==> config.mk <==
export PLATFORM = sky130hd
export DESIGN_NAME = router_top
export DESIGN_NICKNAME = d
export VERILOG_FILES = /design/src/rtl/router_top.sv
export SDC_FILE = /design/constraint.sdc
export NUM_CORES = 1
export LEC_CHECK = 0
export ABC_CLOCK_PERIOD_IN_PS = 7800
export CORE_MARGIN = 2
export CORE_UTILIZATION = 40
export CTS_CLUSTER_SIZE = 8
export DETAILED_ROUTE_END_ITERATION = 7
export DONT_BUFFER_PORTS = 1
export PLACE_DENSITY_LB_ADDON = 0.12
export RECOVER_POWER = 100
export SLEW_MARGIN = 20
export SYNTH_ARGS = -nofsm -noshare
export SYNTH_HDL_FRONTEND = slang
export SYNTH_HIERARCHICAL = 1
export SYNTH_SLANG_ARGS = --single-unit
==> constraint.sdc <==
create_clock -name clock -period 7.8 [get_ports clock]
set_clock_uncertainty 0.1 [all_clocks]
set_input_delay 0.78 -clock clock [delete_from_list [all_inputs] [get_ports clock]]
set_output_delay 0.78 -clock clock [all_outputs]
set_load 0.01 [all_outputs]
==> src/rtl/router_top.sv <==
// router_top: three-port packet router. A byte-serial packet (header, payload,
// parity) is steered by the header address into one of three output FIFOs.
// The parity of each packet is checked, and error reports the result.
// Optional feature macro: ROUTER_SOFT_RESET_EN. When it is defined, each port
// flushes its FIFO after TIMEOUT cycles of unread data.

module router_fifo #(
    parameter int DEPTH = 16
) (
    input  logic       clock,
    input  logic       resetn,
    input  logic       i_flush,
    input  logic       i_we,
    input  logic [7:0] i_wdata,
    input  logic       i_re,
    output logic [7:0] o_rdata,
    output logic       o_empty,
    output logic       o_full
);
    localparam int PW = (DEPTH > 1) ? $clog2(DEPTH) : 1;
    localparam int CW = $clog2(DEPTH + 1);
    localparam logic [PW-1:0] LAST_PTR  = PW'(DEPTH - 1);
    localparam logic [CW-1:0] FULL_CNT  = CW'(DEPTH);

    logic [7:0]    r_mem [DEPTH];
    logic [PW-1:0] r_wr_ptr;
    logic [PW-1:0] r_rd_ptr;
    logic [CW-1:0] r_count;
    logic [7:0]    r_rdata;
    logic          w_do_wr;
    logic          w_do_rd;

    assign o_empty = (r_count == '0);
    assign o_full  = (r_count == FULL_CNT);
    assign w_do_wr = i_we && !o_full && !i_flush;
    assign w_do_rd = i_re && !o_empty && !i_flush;
    assign o_rdata = r_rdata;

    // Storage array; contents need no reset because the count gates every read.
    always_ff @(posedge clock) begin
        if (w_do_wr) begin
            r_mem[r_wr_ptr] <= i_wdata;
        end
    end

    // Wrap-around pointers and occupancy count; a flush empties the FIFO at once.
    always_ff @(posedge clock or negedge resetn) begin
        if (!resetn) begin
            r_wr_ptr <= '0;
            r_rd_ptr <= '0;
            r_count  <= '0;
        end else if (i_flush) begin
            r_wr_ptr <= '0;
            r_rd_ptr <= '0;
            r_count  <= '0;
        end else begin
            if (w_do_wr) begin
                r_wr_ptr <= (r_wr_ptr == LAST_PTR) ? '0 : r_wr_ptr + 1'b1;
            end
            if (w_do_rd) begin
                r_rd_ptr <= (r_rd_ptr == LAST_PTR) ? '0 : r_rd_ptr + 1'b1;
            end
            case ({w_do_wr, w_do_rd})
                2'b10:   r_count <= r_count + 1'b1;
                2'b01:   r_count <= r_count - 1'b1;
                default: r_count <= r_count;
            endcase
        end
    end

    // Registered read data: loads the oldest byte on a successful read, else holds.
    always_ff @(posedge clock or negedge resetn) begin
        if (!resetn) begin
            r_rdata <= '0;
        end else if (w_do_rd) begin
            r_rdata <= r_mem[r_rd_ptr];
        end
    end
endmodule

module router_top #(
    parameter int FIFO_DEPTH = 16,
    parameter int TIMEOUT    = 30
) (
    input  logic       clock,
    input  logic       resetn,
    input  logic       pkt_valid,
    input  logic [7:0] data_in,
    input  logic       read_enb_0,
    input  logic       read_enb_1,
    input  logic       read_enb_2,
    output logic [7:0] data_out_0,
    output logic [7:0] data_out_1,
    output logic [7:0] data_out_2,
    output logic       valid_out_0,
    output logic       valid_out_1,
    output logic       valid_out_2,
    output logic       busy,
    output logic       error
);
    localparam logic [2:0] DECODE_ADDRESS     = 3'd0;
    localparam logic [2:0] WAIT_TILL_EMPTY    = 3'd1;
    localparam logic [2:0] LOAD_FIRST_DATA    = 3'd2;
    localparam logic [2:0] LOAD_DATA          = 3'd3;
    localparam logic [2:0] FIFO_FULL_STATE    = 3'd4;
    localparam logic [2:0] LOAD_AFTER_FULL    = 3'd5;
    localparam logic [2:0] CHECK_PARITY_ERROR = 3'd6;
    localparam logic [2:0] DISCARD            = 3'd7;

    logic [2:0] r_state;
    logic [2:0] w_next;
    logic [7:0] r_header;
    logic [1:0] r_addr;
    logic [7:0] r_parity;
    logic [7:0] r_rx_parity;
    logic [7:0] r_hold_data;
    logic       r_hold_valid;
    logic       r_error;

    logic [2:0] w_we;
    logic [2:0] w_re;
    logic [2:0] w_empty;
    logic [2:0] w_full;
    logic [2:0] w_flush;
    logic [7:0] w_rdata [3];
    logic       w_write;
    logic [7:0] w_wdata;
    logic       w_tgt_full;
    logic       w_tgt_empty;
    logic       w_tgt_flush;
    logic       w_hdr_empty;
    logic       w_writing;

    assign w_re = {read_enb_2, read_enb_1, read_enb_0};

    // Status of the FIFO selected by the latched address, and of the FIFO named
    // by the header currently on data_in (used before the address is latched).
    always_comb begin
        w_tgt_full  = 1'b0;
        w_tgt_empty = 1'b0;
        w_tgt_flush = 1'b0;
        w_hdr_empty = 1'b0;
        case (r_addr)
            2'd0:    begin w_tgt_full = w_full[0]; w_tgt_empty = w_empty[0]; w_tgt_flush = w_flush[0]; end
            2'd1:    begin w_tgt_full = w_full[1]; w_tgt_empty = w_empty[1]; w_tgt_flush = w_flush[1]; end
            2'd2:    begin w_tgt_full = w_full[2]; w_tgt_empty = w_empty[2]; w_tgt_flush = w_flush[2]; end
            default: begin w_tgt_full = 1'b0;      w_tgt_empty = 1'b0;       w_tgt_flush = 1'b0;       end
        endcase
        case (data_in[1:0])
            2'd0:    w_hdr_empty = w_empty[0];
            2'd1:    w_hdr_empty = w_empty[1];
            2'd2:    w_hdr_empty = w_empty[2];
            default: w_hdr_empty = 1'b0;
        endcase
    end

    assign w_writing = (r_state == LOAD_FIRST_DATA) || (r_state == LOAD_DATA) ||
                       (r_state == FIFO_FULL_STATE) || (r_state == LOAD_AFTER_FULL);

    // Next-state and FIFO write selection; a timeout flush of the port being
    // written abandons the packet and returns to header decoding.
    always_comb begin
        w_next  = r_state;
        w_write = 1'b0;
        w_wdata = data_in;
        case (r_state)
            DECODE_ADDRESS: begin
                if (pkt_valid) begin
                    if (data_in[1:0] == 2'd3) begin
                        w_next = DISCARD;
                    end else if (w_hdr_empty) begin
                        w_next = LOAD_FIRST_DATA;
                    end else begin
                        w_next = WAIT_TILL_EMPTY;
                    end
                end
            end
            WAIT_TILL_EMPTY: begin
                if (w_tgt_empty) begin
                    w_next = LOAD_FIRST_DATA;
                end
            end
            LOAD_FIRST_DATA: begin
                w_write = 1'b1;
                w_wdata = r_header;
                w_next  = LOAD_DATA;
            end
            LOAD_DATA: begin
                if (!w_tgt_full) begin
                    w_write = 1'b1;
                    if (!pkt_valid) begin
                        w_next = CHECK_PARITY_ERROR;
                    end
                end else begin
                    w_next = FIFO_FULL_STATE;
                end
            end
            FIFO_FULL_STATE: begin
                if (!w_tgt_full) begin
                    w_next = LOAD_AFTER_FULL;
                end
            end
            LOAD_AFTER_FULL: begin
                w_write = 1'b1;
                w_wdata = r_hold_data;
                w_next  = r_hold_valid ? LOAD_DATA : CHECK_PARITY_ERROR;
            end
            CHECK_PARITY_ERROR: begin
                w_next = DECODE_ADDRESS;
            end
            DISCARD: begin
                if (!pkt_valid) begin
                    w_next = DECODE_ADDRESS;
                end
            end
            default: begin
                w_next = DECODE_ADDRESS;
            end
        endcase
        if (w_writing && w_tgt_flush) begin
            w_next = DECODE_ADDRESS;
        end
    end

    // State register.
    always_ff @(posedge clock or negedge resetn) begin
        if (!resetn) begin
            r_state <= DECODE_ADDRESS;
        end else begin
            r_state <= w_next;
        end
    end

    // Header latch, running/received parity, full-stall hold byte and error flag.
    always_ff @(posedge clock or negedge resetn) begin
        if (!resetn) begin
            r_header     <= '0;
            r_addr       <= '0;
            r_parity     <= '0;
            r_rx_parity  <= '0;
            r_hold_data  <= '0;
            r_hold_valid <= 1'b0;
            r_error      <= 1'b0;
        end else begin
            case (r_state)
                DECODE_ADDRESS: begin
                    if (pkt_valid) begin
                        r_header <= data_in;
                        r_addr   <= data_in[1:0];
                    end
                end
                LOAD_FIRST_DATA: begin
                    r_error  <= 1'b0;
                    r_parity <= r_header;
                end
                LOAD_DATA: begin
                    if (!w_tgt_full) begin
                        if (pkt_valid) begin
                            r_parity <= r_parity ^ data_in;
                        end else begin
                            r_rx_parity <= data_in;
                        end
                    end else begin
                        r_hold_data  <= data_in;
                        r_hold_valid <= pkt_valid;
                    end
                end
                LOAD_AFTER_FULL: begin
                    if (r_hold_valid) begin
                        r_parity <= r_parity ^ r_hold_data;
                    end else begin
                        r_rx_parity <= r_hold_data;
                    end
                end
                CHECK_PARITY_ERROR: begin
                    r_error <= (r_parity != r_rx_parity);
                end
                default: begin
                    r_error <= r_error;
                end
            endcase
        end
    end

    for (genvar g = 0; g < 3; g++) begin : g_port
        assign w_we[g] = w_write && (r_addr == 2'(g));

        router_fifo #(
            .DEPTH (FIFO_DEPTH)
        ) u_fifo (
            .clock   (clock),
            .resetn  (resetn),
            .i_flush (w_flush[g]),
            .i_we    (w_we[g]),
            .i_wdata (w_wdata),
            .i_re    (w_re[g]),
            .o_rdata (w_rdata[g]),
            .o_empty (w_empty[g]),
            .o_full  (w_full[g])
        );
    end

`ifdef ROUTER_SOFT_RESET_EN
    localparam int TW = $clog2(TIMEOUT + 1);

    for (genvar t = 0; t < 3; t++) begin : g_timer
        logic [TW-1:0] r_timer;

        // Counts cycles of unread data on this port; reaching TIMEOUT flushes it.
        always_ff @(posedge clock or negedge resetn) begin
            if (!resetn) begin
                r_timer <= '0;
            end else if (w_flush[t]) begin
                r_timer <= '0;
            end else if (!w_empty[t] && !w_re[t]) begin
                r_timer <= r_timer + 1'b1;
            end else begin
                r_timer <= '0;
            end
        end

        assign w_flush[t] = (r_timer == TW'(TIMEOUT));
    end
`else
    assign w_flush = 3'b000;
`endif

    assign busy = (r_state == WAIT_TILL_EMPTY) || (r_state == LOAD_FIRST_DATA) ||
                  (r_state == FIFO_FULL_STATE) || (r_state == LOAD_AFTER_FULL) ||
                  (r_state == CHECK_PARITY_ERROR);
    assign error       = r_error;
    assign data_out_0  = w_rdata[0];
    assign data_out_1  = w_rdata[1];
    assign data_out_2  = w_rdata[2];
    assign valid_out_0 = !w_empty[0];
    assign valid_out_1 = !w_empty[1];
    assign valid_out_2 = !w_empty[2];
endmodule

# Yosys cells after proc, flatten, opt, wreduce, memory -nomap -nowiden
# Memory sizes are Yosys's and may differ from the RTL's. A register that Yosys moved wholly into a read port is not among the register bits.
# Index checks and enable logic that the tools add are counted.
# word_totals
ff_bits	78
mem_bits_rw	384
input_bits	14
output_inout_bits	29
word_cells	152
memories	3
# memory_table
name	words	width	rd	rd_clocked_by_memory_dff	wr	line_no	source
g_port[0].u_fifo.r_mem	16	8	1	1	1	25	logic [7:0] r_mem [DEPTH];
g_port[1].u_fifo.r_mem	16	8	1	1	1	25	
g_port[2].u_fifo.r_mem	16	8	1	1	1	25	
# classes
n_addsub	12
n_eq_ne	38
muxes	40
n_bitwise	2
n_reduce_logical	40
# op_table
cell	n
2-to-1 mux 8 bit	6
case mux 8 bit (2 select lines)	2
case mux 5 bit (2 select lines)	3
adder 4 x 1 -> 4 bit, second input constant	6
== test 4 bit, second input constant	6
2-to-1 mux 3 bit	8
2-to-1 mux 4 bit	6
case mux 3 bit (8 select lines)	1
case mux 8 bit (3 select lines)	1
inequality test 2 bit, second input constant	9
XOR 8 bit	2
adder 5 x 1 -> 5 bit, second input constant	3
== test 5 bit, second input constant	3
zero test 5 bit	3
subtractor 5 x 1 -> 5 bit, second input constant	3
== test 2 bit, second input constant	6
== test 3 bit, second input constant	4
== test 2 x 1 -> 1 bit, second input constant	5
nonzero test 2 bit	5
logical AND 1 bit	9
zero test 1 bit	9
case mux 1 bit (3 select lines)	3
inequality test 8 bit	1
AND reduction 4 bit	2
other kinds (13)	26

# Logic depth before layout (Yosys ltp)
# Gate-level depths: netlist (run 1).
# logic_depth
ltp_word	8
mapped_depth	16
mapped_depth_nobuf	15

# Modules after synthesis
# Netlist (run 1), hierarchy kept.
# modules_own_cells
module	n_inst	cells_per_inst	area_each_um2	seq_area_each_um2
router_fifo at g_port[2].u_fifo	1	341	6153.4	4369.2
router_fifo at g_port[1].u_fifo	1	339	6145.9	4369.2
router_fifo at g_port[0].u_fifo	1	332	6092.1	4369.2
router_top	1	261	2491.1	925.9

# Worst setup path before layout (run 1)
# No wires, ideal clock.
# synth_path
path_kind	reg-to-reg
startpoint	register g_port[2].u_fifo.r_count[1]
endpoint	register g_port[1].u_fifo.r_count[4]
setup_ns	0.125
arrival_ns	3.928
t_required_ns	7.575
setup_slack_ns	3.646
stages_incl_launch_ff	17
n_path_buf	1
period_less_slack_ns	4.154
cell_sequence	dfrtp_1 -> or4_1 -> buf_6 -> nor2_1 -> mux2i_1 -> o21a_1 -> o21ai_0 -> a21oi_1 -> a21boi_2 -> or3_1 -> inv_1 -> ha_1 -> nor2b_1 -> o21ai_0 -> nand2b_1 -> mux2i_1 -> a2111oi_0
# synth_between
elab_chain_cells	8
word_cells_on_any_way	10
cone_classes	eq/ne (3); mux (4); reduce/logical (3)
# synth_rtl
element	line_no	source
start, declared	28	logic [CW-1:0] r_count;
start signal, assigned	64	2'b10: r_count <= r_count + 1'b1;
start signal, assigned	65	2'b01: r_count <= r_count - 1'b1;
start signal, assigned	66	default: r_count <= r_count;
== test 5 bit *	34	assign o_full = (r_count == FULL_CNT);
via w_full[2]	123	logic [2:0] w_full;
case mux 1 bit (3 select lines) *	143	case (r_addr)
2-to-1 mux 1 bit *	189	if (!w_tgt_full) begin
case mux 1 bit (2 select lines) *	166	case (r_state)
logical AND 1 bit *	286	assign w_we[g] = w_write && (r_addr == 2'(g));
via w_we[1]	120	logic [2:0] w_we;
logical AND 1 bit *	35	assign w_do_wr = i_we && !o_full && !i_flush;
== test 2 x 1 -> 1 bit or == test 2 bit (tied branches)	63	case ({w_do_wr, w_do_rd})
case mux 5 bit (2 select lines) or nonzero test 2 bit (tied branches)	n/a	
end signal, assigned	64	
end signal, assigned	65	
end signal, assigned	66	
end, declared	28	
# Mark *: on every way through the listed nets, which the timed path passes. The rest lies on a longest branch.
# A chain may end at the register's enable or synchronous reset.

# Final worst setup path (run 1)
# layout_path
startpoint	register r_state[1]
endpoint	register g_port[1].u_fifo.r_count[4]
# layout_between
elab_chain_cells	7
word_cells_on_any_way	11
cone_classes	eq/ne (5); mux (2); reduce/logical (4)
# layout_rtl
element	line_no	source
start, declared	110	logic [2:0] r_state;
start signal, assigned	230	r_state <= w_next;
== test 3 x 2 -> 1 bit or == test 3 bit (tied branches)	166	
OR reduction 2 bit (no line)	n/a	
case mux 1 bit (2 select lines) *	166	
logical AND 1 bit *	286	
via w_we[1]	120	
logical AND 1 bit *	35	
== test 2 x 1 -> 1 bit or == test 2 bit (tied branches)	63	
case mux 5 bit (2 select lines) or nonzero test 2 bit (tied branches)	n/a	
# Marks and branches as above.

==> summary.txt, run 1 <==
Status
  – Status: finished with violations
  – Violated checks: max-capacitance violations, max-slew violations

Power and ir drop
  – Clock Power Share: a little under a third
  – LEAKAGE: 7.84 nW
  – Cell Int Power: between 6 and 7 mW
  – Cell area power density: around 390 mW/mm2
  – Share of power burned in registers: a little over two fifths
  – Switching pwr: between 2 and 3 mW
  – Max VDD drop: about 0.00028 V
  – Switching share of power: 32.4%
  – Comb power frac: about a quarter

Setup path
  – Reg2Reg Setup Slack: approximately 2.3 ns
  – Worst reg2reg path depth: 12
  – CP arrival: 5.88 ns
  – CP required: 8.16 ns
  – Setup crit start kind: flip-flop
  – CP Max Fanout: 24
  – Worst r2r src: r_state[1]
  – Setup crit end kind: flip-flop
  – Crit path kind: reg2reg
  – Critical Path Source: r_state[1]
  – Worst Setup EP: g_port[1].u_fifo/r_count[4]
  – RR Endpoint: g_port[1].u_fifo/r_count[4]

Floorplan
  – Total die area: between 0.05 and 0.06 mm2
  – Core Box Area: 0.0515 mm2
  – Initial core utilization: between 40% and 50%
  – I/O Pins: 43
  – Chip width: about 230 um
  – Cell Rows: 83
  – Chip height: 232 um

STA
  – Final Slew Violations: around 410
  – Peak Freq: around 180 MHz
  – Final worst path period need: between 5 and 6 ns
  – Endpoints failing setup: 0
  – Final Hold Vio Count: 0
  – Setup TNS: 0 ns
  – RSZ-0062 raised after global routing: false
  – Slew @ Worst Pin: roughly 2.2 ns
  – Final period util: 70.8%
  – Max_slew headroom: -47.7%

Synth
  – Post-synth EDFFs: 384
  – Post-synth ARST share: 20.7%
  – Cell variety after synth: 82
  – Synth Warn #: 6
  – Mapped Area: 0.0209 mm2
  – Synth Flop Type: edfxtp_1
  – Cells after Synth: 1273
  – Avg Cell Area, Syn: between 15 and 20 um2
  – Post-synthesis register bit count: between 400 and 500
  – Post-synthesis sequential area ratio: between 60% and 70%

Cells and area
  – Final net count: roughly 1300
  – Most frequent cells in the layout: 384 x edfxtp_1, 97 x dfrtp_1, 96 x mux4_2
  – Ant diodes: 0
  – Number of fill cells in the layout: 4527
  – Layout cells sized above 1: ~16%
  – Footprint of the multi-input gates: about 0.0063 mm2
  – Cell Count, Final, Fillers Out: between 2000 and 2500
  – Layout area overhead: 12.4%
  – Finished Core Util: between 40% and 50%
  – Commonest non-fill, non-tap cell in the layout: edfxtp_1
  – Sequential cell area: about 0.014 mm2

Clocking
  – Clock Latency Late Sink: 0.59 ns
  – Clock sinks: between 400 and 500
  – CTS tree: built
  – H-tree levels: 3
  – Postcts setup bufs: 0
  – Post-cts sizing count: 0
  – Root Driver: clkbuf_16
  – CTS buffer count: 70
  – Reg clk slew, reported paths: about 0.05 ns
  – Longest Clk Path Bufs: 3

Routing
  – Via density: 5.51
  – DR iter-0 viols: about 810
  – Routed Wire Length: 47300 um
  – Vias: about 11000
  – Drt pass-1 iters: 6
  – Average routed wire per standard cell: between 20 and 25 um
  – Antenna Nets Post-Route: 0
  – # DRC: 0

Global routing
  – Initial antenna violation count: 0
  – Overall Global Routing Usage: approximately 18%
  – GRT overflow: 0
  – Pin count of the biggest net entering global routing: 101
  – Number of global-route vias before repair: 11700
  – First-pass GRT wire length: roughly 73000 um

Placement
  – Post-detail-place hpwl: around 28000 um
  – Routability congestion estimate: approximately 0.79
  – Port Buffers: 0
  – Inst Count DP: approximately 1900

Flow run
  – Max Cap Viol: 10

Hold path
  – HP Class: in2async
==> layout make-up <==
class,instances,share of cell area [%]
Sequential cell,484,59.8
Multi-Input combinational cell,682,26.7
Clock buffer,121,8.37
Tap cell,680,3.63
Inverter,36,0.576
Timing Repair Buffer,17,0.517
Clock inverter,6,0.400
==> synthesized netlist by cell type (16+ instances only) <==
master / number / share of area (%)
edfxtp_1: 384 / 55
mux2_2: 18 / 0.97
mux4_2: 96 / 10
buf_2: 25 / 0.60
nor2_1: 89 / 1.6
nor3_1: 24 / 0.58
ha_1: 24 / 1.4
nand2_1: 78 / 1.4
o221ai_1: 24 / 1.0
clkbuf_1: 36 / 0.65
mux2i_1: 71 / 3.4
dfrtp_1: 100 / 12
a21oi_1: 25 / 0.60
inv_1: 35 / 0.63
o21ai_0: 20 / 0.48
o22ai_1: 16 / 0.48
==> sequential cells by signal (all words and copies together), names as in the netlist <==
name and count:
g_port.u_fifo/r_rd_ptr 12, r_header 8, g_port.u_fifo/r_wr_ptr 12, r_rx_parity 8, r_hold_valid 1, g_port.u_fifo/o_rdata 24
g_port.u_fifo/r_count 15, r_state 3, r_hold_data 8, error 1, g_port.u_fifo/r_mem 384, r_parity 8
==> critical path: stages, from the launching register on <==
cell and delay [ns]:
dfrtp_1 0.79, nor2b_1 0.77, o21ai_0 0.36, a21oi_1 0.62, a21boi_0 0.94, or3_1 0.27, inv_1 0.09, ha_1 0.33
nor2b_1 0.15, o21ai_0 0.30, nand2b_1 0.14, mux2i_1 0.14, a2111oi_0 0.40
==> power by group through the flow <==
stage | Sequential [mW] | Clock [mW] | Combinational, mW
final | 3.87 | 2.81 | 2.38
after global routing | 3.90 | 3.01 | 2.64
after CTS | 3.84 | 2.90 | 2.51
after detailed placement | 3.89 | 0 | 2.50
after global placement | 3.88 | 0 | 2.44
after floorplan | 3.78 | 0 | 1.76
==> cell families (layout without fill, tap and decap cells) <==
logic type	count (synthesis)	count (layout)	share of synthesized area, %
XOR/XNOR	20	20	0.839
other	1	3	0.0180
flip-flops	484	484	67.2
multiplexers	197	197	15.4
AND/OR/NAND/NOR	266	266	6.02
buffers and inverters	109	180	2.25
AO/OA/AOI/OAI	169	169	6.51
adder cells (fa/ha/maj)	27	27	1.73
==> through the flow <==
| stage | power (mW) | area, um2 | hold WS [ns] | worst slack [ns] |
|---|---|---|---|---|
| floorplan | 5.54 | 20900 | 0.384 | 3.65 |
| global placement | 6.33 | 21500 | 0.390 | 2.88 |
| detailed placement | 6.39 | 21500 | 0.391 | 2.68 |
| global route | 9.56 | 23500 | 0.0265 | 1.63 |
| CTS | 9.25 | 23600 | 0.0490 | 2.64 |
| finish | 9.06 | 23500 | 0.00657 | 2.28 |
==> layer usage <==
layer | routed length (um) | GRT usage, %
met5 | 0 | 0
met4 | 1140 | 6.15
met3 | 2330 | 4.07
met2 | 23100 | 29.6
met1 | 20700 | 24.1
==> worst min path at each step <==
stage,from,to,cells past startpoint
detailed placement,resetn,r_rx_parity[6],0
finish,resetn,g_port[2].u_fifo/o_rdata[5],1
global route,resetn,g_port[2].u_fifo/o_rdata[5],1
floorplan,resetn,error,0
CTS,resetn,g_port[2].u_fifo/o_rdata[5],1
global placement,resetn,r_rx_parity[6],0
==> repair_timing <==
| action | 4_1_cts | 5_1_grt |
|---|---|---|
| setup endpoints to repair | 0 | 0 |
| hold buffers | 1 | 0 |
| endpoints found under the hold margin | 100 | 0 |
No activity file was read; power rests on OpenSTA's default activity.
==> run 2: changes to the inputs <==
--- a/config.mk
+++ b/config.mk
@@ -5,7 +5,7 @@
 export SDC_FILE = /design/constraint.sdc
 export NUM_CORES = 1
 export LEC_CHECK = 0
-export ABC_CLOCK_PERIOD_IN_PS = 7800
+export ABC_CLOCK_PERIOD_IN_PS = 5600
 export CORE_MARGIN = 2
 export CORE_UTILIZATION = 40
 export CTS_CLUSTER_SIZE = 8
==> constraint.sdc (replaced) <==
create_clock -name clock -period 5.6 [get_ports clock]
set_clock_uncertainty 0.1 [all_clocks]
set_input_delay 0.56 -clock clock [delete_from_list [all_inputs] [get_ports clock]]
set_output_delay 0.56 -clock clock [all_outputs]
set_load 0.01 [all_outputs]
==> summary.txt, run 2 (synthesis gave the netlist of run 1 again) <==
Floorplan
  – Chip height: 232 um (unchanged)
  – I/O Pins: 43 (unchanged)
  – Core Box Area: 0.0515 mm2 (unchanged)
  – Initial core utilization: 40.5% (unchanged)
  – Cell Rows: 83 (unchanged)
  – Chip width: 232 um (unchanged)
  – Total die area: 0.0540 mm2 (unchanged)

Global routing
  – Overall Global Routing Usage: 17.9% (-0.29 points)
  – Number of global-route vias before repair: 11700 (+0.19%)
  – Initial antenna violation count: 1 (+1)
  – Pin count of the biggest net entering global routing: 101 (unchanged)
  – First-pass GRT wire length: 72100 um (-1.7%)
  – GRT overflow: 0 (unchanged)

Placement
  – Routability congestion estimate: 0.812 (+3.2%)
  – DP Area: 0.0216 mm2 (+0.39%)
  – Place WS: 0.760 ns (-1.92 ns)
  – Port Buffers: 0 (unchanged)
  – Inst Count DP: 1908 (+0.53%)
  – Post-detail-place hpwl: 27500 um (-0.37%)

Power and ir drop
  – Tot Pwr: 12.6 mW (+40%)
  – Max VDD drop: 0.000262 V (-7.9%)
  – Cell area power density: 536 mW/mm2 (+39%)
  – LEAKAGE: 7.89 nW (+0.69%)

Setup path
  – CP arrival: 5.10 ns (-0.78 ns)
  – Crit path kind: reg2reg
  – CP required: 5.98 ns (-2.18 ns)
  – Setup crit start kind: flip-flop
  – CP Max Fanout: 10 (-58%)
  – Setup crit end kind: flip-flop

Clocking
  – Post-cts sizing count: 0 (unchanged)
  – Longest Clk Path Bufs: 3 (unchanged)
  – Clock Latency Late Sink: 0.60 ns (about the same)
  – Reg clk slew, reported paths: 0.06 ns (about the same)
  – CTS tree: built
  – CTS Hold Bufs: 11 (+10)
  – Postcts setup bufs: 0 (unchanged)
  – H-tree levels: 3 (unchanged)
  – CTS buffer count: 70 (unchanged)
  – Clock sinks: 484 (unchanged)
  – Root Driver: clkbuf_16

STA
  – Final Hold Vio Count: 0 (unchanged)
  – Fin Hold WS: 0.0603 ns (+0.0538 ns)
  – Final Slew Violations: 512 (+25%)
  – Final period util: 84.4% (+14 points)
  – RSZ-0062 raised after global routing: false
  – Endpoints failing setup: 0 (unchanged)
  – Slew @ Worst Pin: 2.88 ns (+0.666 ns)
  – Peak Freq: 211 MHz (+17%)
  – Setup ws final: 0.872 ns (-1.41 ns)
  – Setup TNS: 0 ns (unchanged)
  – Final worst path period need: 4.73 ns (-0.791 ns)
  – Max_slew headroom: -92.1% (-44 points)

Cells and area
  – Layout cells sized above 1: 16.6% (+0.19 points)
  – Finished Core Util: 45.8% (+0.22 points)
  – Fin area: 0.0236 mm2 (+0.49%)
  – Layout area overhead: 12.9%
  – Final net count: 1352 (+1.5%)
  – Number of fill cells in the layout: 4511 (-0.35%)
  – Commonest non-fill, non-tap cell in the layout: edfxtp_1
  – Cell Count, Final, Fillers Out: 2041 (+0.74%)
  – Most frequent cells in the layout: 384 x edfxtp_1, 97 x dfrtp_1, 96 x mux4_2
  – Most flops, register: g_port.u_fifo/r_mem
  – Ant diodes: 0 (unchanged)
  – Largest register FFs: 384 (unchanged)

Hold path
  – HP Class: in2reg

Routing
  – Drt pass-1 iters: 5 (-1)
  – Vias: 11300 (+1.1%)
  – Average routed wire per standard cell: 23.0 um (-1.3%)
  – Via density: 5.53 (+0.39%)
  – Routed Wire Length: 47000 um (-0.60%)
  – Antenna Nets Post-Route: 0 (unchanged)
  – DR iter-0 viols: 920 (+13%)
  – # DRC: 0 (unchanged)

Flow run
  – Max Cap Viol: 11 (+1)

Status
  – Violated checks: max-capacitance violations, max-slew violations
  – Status: finished with violations
[run 2: layout make-up]
| cell class | instances | area, um2 | area share [%] |
|---|---|---|---|
| clock inverters | 7 | 97.6 | 0.414 |
| well taps | 680 | 851 | 3.61 |
| multi-input cells | 682 | 6270 | 26.6 |
| clock buffers | 115 | 1940 | 8.23 |
| flip-flops and latches | 484 | 14000 | 59.5 |
| inverters | 36 | 135 | 0.573 |
| repair buffers | 37 | 251 | 1.07 |
[run 2: worst paths after layout]
path,endpoint,from,slack [ns],cells past startpoint
worst min-delay path,r_state[2],pkt_valid,0.06,2
worst max register to register,g_port[1].u_fifo/r_count[4],g_port[1].u_fifo/r_count[1],0.87,15
worst min register to register,r_rx_parity[0],r_rx_parity[0],0.44,2
max in group asynchronous,g_port[0].u_fifo/r_rd_ptr[0],resetn,2.13,2
min in group asynchronous,r_parity[5],resetn,1.38,2
worst max-delay path,g_port[1].u_fifo/r_count[4],g_port[1].u_fifo/r_count[1],0.87,15
[run 2: worst max-delay path, stage by stage, from the launching register on]
cell and delay [ns]:
dfrtp_1 0.41, or4_1 0.72, nor2_1 0.18, nand3b_1 0.21, o21a_1 0.21, o21ai_0 0.31
a21oi_1 0.29, a21boi_2 0.30, or3_1 0.40, inv_1 0.12, ha_1 0.26, nor2b_1 0.15
o21ai_0 0.28, nand2b_1 0.14, mux2i_1 0.13, a2111oi_0 0.38
[run 2: metal layers]
| layer | wire [um] | track usage (%) | vias up | share of wire [%] |
|---|---|---|---|---|
| li1 | - | - | 5081 | - |
| met1 | 20700 | 24.0 | 5868 | 44 |
| met2 | 23000 | 29.4 | 264 | 49 |
| met3 | 2180 | 3.73 | 82 | 4.6 |
| met4 | 1130 | 5.51 | 0 | 2.4 |
| met5 | 0 | 0 | - | 0 |
[run 2: report_power, final]
part / leakage (nW) / total (mW) / switching (mW) / internal [mW]
Combinational: 2.21 / 3.31 / 2.18 / 1.13
Clock: 0.970 / 3.89 / 1.53 / 2.37
Sequential: 4.71 / 5.43 / 0.384 / 5.05
Total: 7.89 / 12.6 / 4.10 / 8.54
==> run 3: changes to the inputs <==
--- a/config.mk
+++ b/config.mk
@@ -5,7 +5,7 @@
 export SDC_FILE = /design/constraint.sdc
 export NUM_CORES = 1
 export LEC_CHECK = 0
-export ABC_CLOCK_PERIOD_IN_PS = 5600
+export ABC_CLOCK_PERIOD_IN_PS = 4240
 export CORE_MARGIN = 2
 export CORE_UTILIZATION = 40
 export CTS_CLUSTER_SIZE = 8
==> constraint.sdc (replaced) <==
create_clock -name clock -period 4.24 [get_ports clock]
set_clock_uncertainty 0.1 [all_clocks]
set_input_delay 0.424 -clock clock [delete_from_list [all_inputs] [get_ports clock]]
set_output_delay 0.424 -clock clock [all_outputs]
set_load 0.01 [all_outputs]
==> summary.txt, run 3 (synthesis gave the netlist of run 1 again) <==
Status
  – Status: finished with violations
  – Violated checks: max-capacitance violations, max-slew violations

Cells and area
  – Number of fill cells in the layout: 4510 (-0.022%)
  – Ant diodes: 0 (unchanged)
  – Largest register FFs: 384 (unchanged)
  – Most flops, register: g_port.u_fifo/r_mem
  – Final net count: 1389 (+2.7%)
  – Commonest non-fill, non-tap cell in the layout: edfxtp_1
  – Most frequent cells in the layout: 384 x edfxtp_1, 97 x dfrtp_1, 96 x mux4_2
  – Footprint of the multi-input gates: 0.00629 mm2 (+0.34%)
  – Layout cells sized above 1: 17.5% (+0.93 points)
  – Sequential cell area: 0.0140 mm2 (unchanged)
  – Layout area overhead: 14.1%

STA
  – Final worst path period need: 3.89 ns (-0.840 ns)
  – Final Slew Violations: 253 (-51%)
  – Final Hold Vio Count: 0 (unchanged)
  – Fin Hold WS: 0.0245 ns (-0.0359 ns)
  – Peak Freq: 257 MHz (+22%)
  – Setup TNS: 0 ns (unchanged)
  – Endpoints failing setup: 0 (unchanged)
  – RSZ-0062 raised after global routing: false
  – Slew @ Worst Pin: 2.91 ns (+0.0266 ns)
  – Final period util: 91.7% (+7.3 points)
  – Max_slew headroom: -93.9% (-1.8 points)

Floorplan
  – Chip width: 232 um (unchanged)
  – Initial core utilization: 40.5% (unchanged)
  – Chip height: 232 um (unchanged)
  – Cell Rows: 83 (unchanged)
  – Core Box Area: 0.0515 mm2 (unchanged)
  – Total die area: 0.0540 mm2 (unchanged)
  – I/O Pins: 43 (unchanged)

Routing
  – Drt pass-1 iters: 5 (unchanged)
  – Antenna Nets Post-Route: 0 (unchanged)
  – DR iter-0 viols: 838 (-8.9%)
  – Average routed wire per standard cell: 23.3 um (+0.98%)
  – Routed Wire Length: 48500 um (+3.1%)
  – Via density: 5.50 (-0.66%)
  – # DRC: 0 (unchanged)
  – Vias: 11500 (+1.4%)

Clocking
  – Root Driver: clkbuf_16
  – CTS tree: built
  – Reg clk slew, reported paths: 0.05 ns (about the same)
  – Postcts setup bufs: 0 (unchanged)
  – Clock sinks: 484 (unchanged)
  – CTS buffer count: 70 (unchanged)
  – Longest Clk Path Bufs: 3 (unchanged)
  – Clock Latency Late Sink: 0.59 ns (about the same)
  – H-tree levels: 3 (unchanged)

Global routing
  – Initial antenna violation count: 0 (-1)
  – Pin count of the biggest net entering global routing: 101 (unchanged)
  – First-pass GRT wire length: 74000 um (+2.7%)
  – Overall Global Routing Usage: 18.5% (+0.57 points)
  – Number of global-route vias before repair: 11800 (+1.4%)
  – GRT overflow: 0 (unchanged)

Setup path
  – Critical path's largest stage delay: 0.60 ns (-0.12 ns)
  – Crit-path cells: or4_4 > nor2_1 > mux2i_1 > o21a_1 > o21ai_1 > a21oi_1 > a21boi_0 > or3_1 > inv_1 > ha_1 > nor2b_1 > o21ai_1 > nand2b_1 > mux2i_1 > a2111oi_2
  – Setup crit end kind: flip-flop
  – CP required: 4.61 ns (-1.37 ns)
  – CP Max Fanout: 5 (-5)
  – Reg2Reg Setup Slack: 0.35 ns (-0.52 ns)
  – Crit path kind: reg2reg
  – Setup crit start kind: flip-flop
  – CP arrival: 4.26 ns (-0.84 ns)
  – Slowest CP cell: or4_4

Power and ir drop
  – Switching pwr: 5.48 mW (+34%)
  – Switching share of power: 32.4% (about the same)
  – Max VDD drop: 0.000409 V (+56%)
  – LEAKAGE: 8.00 nW (+1.3%)
  – Share of power burned in registers: 42.1% (-0.9 points)
  – Tot Pwr: 16.9 mW (+34%)
  – Comb power frac: 27.0% (+0.8 points)
  – Cell Int Power: 11.4 mW (+34%)
  – Clock Power Share: 30.8% (about the same)
  – Cell area power density: 710 mW/mm2 (+32%)

Flow run
  – Max Cap Viol: 6 (-5)

Placement
  – Port Buffers: 0 (unchanged)
  – Routability congestion estimate: 0.814 (+0.22%)
  – Post-detail-place hpwl: 28400 um (+3.3%)

Hold path
  – HP Class: in2reg
==> run 3: changes by cell type in the layout (fill, tap and decap cells not counted), sizes merged <==
cell / previous run / this run
clkbuf: 129 / 165
clkinv: 5 / 2
inv: 38 / 37
buf: 13 / 20
dlygate4sd3: 10 / 13
==> run 3: path summary, 6_finish.rpt <==
check / from / end / cells after the start
hold reg to reg: r_rx_parity[0] / r_rx_parity[0] / 2
setup reg to reg: g_port[0].u_fifo/r_count[1] / g_port[1].u_fifo/r_count[4] / 15
min in group asynchronous: resetn / r_hold_data[2] / 2
hold / removal: data_in[5] / r_rx_parity[5] / 2
setup / recovery: g_port[0].u_fifo/r_count[1] / g_port[1].u_fifo/r_count[4] / 15
max in group asynchronous: resetn / g_port[0].u_fifo/r_rd_ptr[0] / 2
==> run 3: what timing repair did <==
item / 4_1_cts / 5_1_grt
gates resized for setup: 0 / 4
endpoints found under the setup margin: 0 / 2
hold buffers: 14 / 0
endpoints found under the hold margin: 129 / 0
==> run 3: layout make-up <==
cell class | count | share of cell area [%]
clock buffers | 124 | 8.51
clock inverters | 3 | 0.173
inverters | 36 | 0.567
multi-input cells | 682 | 26.4
flip-flops and latches | 484 | 58.9
well taps | 680 | 3.57
repair buffers | 74 | 1.86
==> run 3: power groups by stage <==
stage | sequential [mW] | combinational, mW | clock (mW)
CTS | 7.10 | 4.81 | 5.36
detailed placement | 7.19 | 4.76 | 0
floorplan | 6.96 | 3.23 | 0
finish | 7.12 | 4.57 | 5.22
global route | 7.21 | 5.03 | 5.57
global placement | 7.18 | 4.68 | 0
==> run 3: per-stage QoR <==
stage / utilization, % / instances / area (um2) / worst slack [ns]
final: 46.3 / 2083 / 23800 / 0.351
after global routing: 46.3 / 2083 / 23800 / 0.0271
after CTS: 46.8 / 2083 / 24100 / 0.0256
after detailed placement: 42.5 / 1942 / 21900 / 0.0191
after global placement: 42.5 / 1942 / 21900 / 0.223
after floorplan: - / 1275 / 20900 / 0.0865
==> run 3: critical path, delay by kind of cell, from the launching register on <==
kind                       cells  cell delay [ns]
AOI/OAI and AO/OA              6             1.22
adders and majority gates      1             0.27
DFF                            1             0.37
muxes                          2             0.27
buffers and inverters          1             0.13
and+or+nand+nor                5             1.42
==> run 3: layer usage <==
| layer | up-vias | track usage [%] | part of all wire [%] |
|---|---|---|---|
| li1 | 5146 | - | - |
| met1 | 5942 | 25.0 | 45 |
| met2 | 279 | 29.8 | 48 |
| met3 | 84 | 3.57 | 4.7 |
| met4 | 0 | 6.49 | 2.4 |
| met5 | - | 0 | 0 |
